$ cat config.mk
export PLATFORM = sky130hd
export DESIGN_NAME = digit_scan_mux
export DESIGN_NICKNAME = d
export VERILOG_FILES = /design/src/rtl/digit_scan_mux.sv
export SDC_FILE = /design/constraint.sdc
export NUM_CORES = 1
export LEC_CHECK = 0
export ABC_AREA = 1
export CAP_MARGIN = 20
export CORE_MARGIN = 2
export CORE_UTILIZATION = 54
export CTS_BUF_LIST = sky130_fd_sc_hd__clkbuf_8
export CTS_CLUSTER_SIZE = 30
export DETAILED_ROUTE_END_ITERATION = 8
export PLACE_DENSITY = 0.79
export SETUP_SLACK_MARGIN = 0.2
export SLEW_MARGIN = 20
export SYNTH_ARGS = -nofsm -noshare
export SYNTH_HDL_FRONTEND = slang
export SYNTH_SLANG_ARGS = --single-unit
$ cat constraint.sdc
create_clock -name JM1222HM_clk -period 3.4 [get_ports JM1222HM_clk]
set_input_delay 1.02 -clock JM1222HM_clk [delete_from_list [all_inputs] [get_ports JM1222HM_clk]]
set_output_delay 1.02 -clock JM1222HM_clk [all_outputs]
set_load 0.02 [all_outputs]
$ cat src/rtl/digit_scan_mux.sv
// Four-digit time-multiplexed display scanner. It holds a 16-bit shadow value and
// steps one active-low digit enable every DIV clocks, with optional leading-zero blanking.
module digit_scan_mux #(
  parameter int unsigned DIV = 50000
) (
  input  logic        JM1222HM_clk,
  input  logic        JM1222HM_rst,
  input  logic [15:0] JM1222HM_value,
  input  logic        JM1222HM_load,
  input  logic        JM1222HM_lzb_en,
  output logic [3:0]  JM1222HM_digit,
  output logic [3:0]  JM1222HM_an,
  output logic        JM1222HM_load_ack,
  output logic        JM1222HM_frame
);

  localparam int unsigned PW = (DIV > 2) ? $clog2(DIV) : 1;
  localparam logic [PW-1:0] TERM = PW'(DIV - 1);

  logic [PW-1:0] presc;
  logic [1:0]    idx;
  logic [1:0]    next_idx;
  logic [15:0]   shadow;
  logic          first_tick;
  logic          tick;
  logic          upper_zero;
  logic          blank;
  logic [3:0]    sel_nibble;
  logic [3:0]    next_an;
  logic [3:0]    next_digit;

  assign tick     = (presc == TERM);
  assign next_idx = idx + 2'd1;

  always_ff @(posedge JM1222HM_clk or posedge JM1222HM_rst) begin
    if (JM1222HM_rst) begin
      presc <= '0;
    end else if (tick) begin
      presc <= '0;
    end else begin
      presc <= presc + 1'b1;
    end
  end

  // load is a one-way strobe with no back-pressure: every cycle with load=1 captures
  // value at that edge, and load_ack repeats the strobe exactly one cycle later.
  always_ff @(posedge JM1222HM_clk or posedge JM1222HM_rst) begin
    if (JM1222HM_rst) begin
      shadow            <= '0;
      JM1222HM_load_ack <= 1'b0;
    end else begin
      JM1222HM_load_ack <= JM1222HM_load;
      if (JM1222HM_load) begin
        shadow <= JM1222HM_value;
      end
    end
  end

  // Nibble and blanking decision for the slot being entered; shadow here is the
  // pre-load value when a load lands on a tick edge.
  always_comb begin
    sel_nibble = 4'h0;
    upper_zero = 1'b0;
    case (next_idx)
      2'd0: begin
        sel_nibble = shadow[3:0];
        upper_zero = 1'b0;
      end
      2'd1: begin
        sel_nibble = shadow[7:4];
        upper_zero = (shadow[15:4] == 12'h000);
      end
      2'd2: begin
        sel_nibble = shadow[11:8];
        upper_zero = (shadow[15:8] == 8'h00);
      end
      default: begin
        sel_nibble = shadow[15:12];
        upper_zero = (shadow[15:12] == 4'h0);
      end
    endcase
  end

  always_comb begin
    blank      = JM1222HM_lzb_en & upper_zero;
    next_an    = 4'b1111;
    next_digit = 4'h0;
    if (!blank) begin
      next_an    = ~(4'b0001 << next_idx);
      next_digit = sel_nibble;
    end
  end

  // Digit and enables only move on tick edges, so the display holds steady mid-slot.
  always_ff @(posedge JM1222HM_clk or posedge JM1222HM_rst) begin
    if (JM1222HM_rst) begin
      idx            <= 2'd3;
      first_tick     <= 1'b1;
      JM1222HM_digit <= 4'h0;
      JM1222HM_an    <= 4'b1111;
      JM1222HM_frame <= 1'b0;
    end else begin
      JM1222HM_frame <= tick & (idx == 2'd3) & ~first_tick;
      if (tick) begin
        idx            <= next_idx;
        first_tick     <= 1'b0;
        JM1222HM_digit <= next_digit;
        JM1222HM_an    <= next_an;
      end
    end
  end

endmodule
==> results.md <==
- Status: complete, no violations
- GRT Overall Usage: 22.0%
- Ports: 30
- Hold Path Sink: first_tick
- Cell variety after synth: 29
- Seq pwr share: 56.3%
- H-Tree Depth: 2
- CTS sink count: 45
- Synthesized area: 2240 µm²
- Kind of critical path: flip-flop to output pin
- Post-Synthesis Cells: 266
- First-pass GRT wire length: 7.56 mm
- Gate power share: 7.5%
- DRC: 0
- Dpl hpwl: 3.24 mm
- Unrepaired setup endpoints after global routing: false
- Max IR drop VDD: 0.210 mV
- Min Tclk post-route: 2460 ps
- Data arrival, critical path: 1440 ps
- Async set-reset flop share out of synthesis: 100%
- Post-route ant nets: 0
- Slowest cell on crit path: clkdlybuf4s50_1
- Final worst path period share: 72.4%
- DIE WIDTH: 68.4 µm
- Clock slew at reported path FFs: 80 ps
- Max Fclk: 0.406 GHz
- Power share of the clock group: 36.2%
- CP Launch Type: flip-flop
- Die Y: 68.4 µm
- Crit path max fanout: 2
- Std-Cell Rows: 23
- Reg2Reg Setup Slack: 1660 ps
- Final instance area: 2690 µm²
- Post-synth EDFFs: 0
- Worst Tran Pin Value: 569 ps
- Post-CTS setup buffer count: 0
- Die ar.: 4680 µm²
- Crit path capture type: output pin
- Fin. max-slew vios: 0
- Routed WL per cell: 12.2 µm
- Final setup violation count: 0
- Top_reg_cell synth: dfrtp_1
- Worst r2r src: idx[0]
- Length in cells of the worst reg-to-reg path: 11
- Nets: 327
- Rel. slew slack: 62.0%
- GPL Wtd Cong: 0.856
- Required time of the critical path: 2380 ps
- Initial antenna violation count: 0
- Port Buf Inserts: 29
- Crit-path cells: clkdlybuf4s50_1
- TritonCTS buffer count: 5
- Final Skew: 12.0 ps
- Syn nets: 292
- Sequential share of the synthesized area: 50.6%
- Largest net degree at the start of global routing: 17
- Hold Fails Final Rpt: 0
- Post-synth top cells: nand2_1, dfrtp_1, inv_1
- Top cells by area, synth: dfrtp_1, nand2_1, dfstp_2
- # Max-Cap Violations: 0
- Psw: 226 µW
- WL final: 4.30 mm
- Iter 0 DRT Violations: 122
- Crit-path leading delay family: buffers and inverters
- Leak pwr: 1.31 nW
- PostCTS Resize Cnt: 0
- Slowest stage delay, CP: 600 ps
- Number of global-route vias before repair: 1716
- Placed Area: 2590 µm²
- Inserted Diodes: 0
- Power density cells: 372 nW/µm²
- Clk buf depth: 2
- P&R area growth vs syn: 20.1%
- Top-area cell type share of the netlist area: 42.4%
- Synth area leader: dfrtp_1
- CTS tree: yes
- Hold path start: first_tick
- Sum of buffers and inverters on the critical path: 1
- Switching portion of total power: 22.6%
- Internal power: 777 µW
- Layout cells sized above 1: 14.2%
- Setup TNS Final: 0 ps
- Post-CTS Hold Fix Bufs: 0
- Clk_lat worst skew: 300 ps
- WHS Path Cells: 2
- DR vias: 1763
- Post-Syn Area per Cell: 8.43 µm²
- R2R Path End: JM1222HM_digit[3]
- Yosys Warn Count: 0
- Clock Root Buffer: clkbuf_8
- DR pass1 iterations: 4
- Most frequent cell after synthesis: nand2_1
- Initial Utilization: 56.1%
- Min-Delay Path Class: flip-flop to flip-flop
- Post-synthesis register bit count: 45
- Overflow after GRT: 0
- Mean number of vias per cell: 5.01
- Core area: 4000 µm²
[metal layers]
| layer | track usage [%] | up-vias | wire length [µm] |
|---|---|---|---|
| met5 | 0 | - | 0 |
| met2 | 34.9 | 32 | 2040 |
| met1 | 28.5 | 823 | 2000 |
| met4 | 9.75 | 0 | 93 |
| met3 | 5.43 | 9 | 166 |
| li1 | - | 899 | - |
[registers in the layout (all words and copies together), names as in the netlist]
name and count:
JM1222HM_an 4, first_tick 1, JM1222HM_load_ack 1, presc 16, JM1222HM_frame 1, shadow 16
JM1222HM_digit 4, idx 2
[worst register-to-register path: stages, from the launching register on]
cell and delay (ps):
dfstp_2 560, inv_1 90, ha_1 260, inv_1 90, nor2_1 50, nand3_1 70
nand2_1 60, nand2_1 60, nand2_1 40, nand2_1 230, nand2_1 100, nand2_1 80
[cells in the final DEF, fill, tap and decap left out]
cell type	n
a21oi_1	9
a31oi_1	1
buf_4	3
clkbuf_8	7
clkdlybuf4s50_1	29
clkinv_1	2
clkinv_2	2
clkinv_4	1
dfrtp_1	38
dfstp_2	7
ha_1	6
inv_1	36
inv_2	3
mux2_2	7
nand2_1	57
nand2_2	5
nand2_4	1
nand3_1	12
nand3b_1	1
nand4_1	4
nor2_1	31
nor2_2	5
nor2_4	2
nor3_1	5
nor4_1	1
o21ai_0	17
o21ai_1	1
o22ai_1	4
xor2_1	5
[worst max-delay path by stage]
stage | to | from | depth (start not counted) | slack [ps]
floorplan | JM1222HM_digit[0] | JM1222HM_rst | 1 | 1330
global placement | shadow[12] | JM1222HM_load | 2 | 1050
detailed placement | shadow[5] | JM1222HM_load | 2 | 1000
CTS | JM1222HM_an[2] | JM1222HM_an[2] | 1 | 920
global route | JM1222HM_an[1] | JM1222HM_an[1] | 1 | 900
finish | JM1222HM_an[1] | JM1222HM_an[1] | 1 | 940
[cells by family (layout without fill, tap and decap cells)]
group,count (synthesis),in the layout,share of synthesized area (%)
buffers and inverters,47,83,8.59
flip-flops,45,45,50.6
adder cells (fa/ha/maj),6,6,3.35
AND/OR/NAND/NOR,124,124,24.6
multiplexers,7,7,3.52
XOR/XNOR,5,5,1.95
AO/OA/AOI/OAI,32,32,7.42
[cell type report]
type	count	area, µm²
Clock buffer	7	96.3
Timing Repair Buffer	32	313
Clock inverter	1	5.00
Inverter	43	168
Multi-Input combinational cell	174	915
Tap cell	50	62.6
Sequential cell	45	1130
Fill cell	330	1310
[power by group through the flow]
| stage | Sequential [mW] | Combinational (mW) | Clock (mW) |
|---|---|---|---|
| 4_1_cts | 0.565 | 0.0767 | 0.368 |
| 3_5_place_dp | 0.575 | 0.0754 | 0 |
| 2_1_floorplan | 0.572 | 0.0404 | 0 |
| 6_report | 0.565 | 0.0748 | 0.363 |
| 5_1_grt | 0.567 | 0.0856 | 0.393 |
| 3_3_place_gp | 0.574 | 0.0733 | 0 |
[per-stage QoR]
stage / util, % / setup WS, ps / instances / total power [mW] / hold slack [ps]
after floorplan: - / 1330 / 266 / 0.613 / 424
after global placement: 64.8 / 1050 / 344 / 0.648 / 431
after detailed placement: 64.8 / 1000 / 344 / 0.650 / 432
after CTS: 67.3 / 924 / 352 / 1.01 / 445
after global routing: 67.3 / 897 / 352 / 1.05 / 455
final: 67.3 / 937 / 352 / 1.00 / 444
Note: power is estimated with default switching activity, not from simulation.
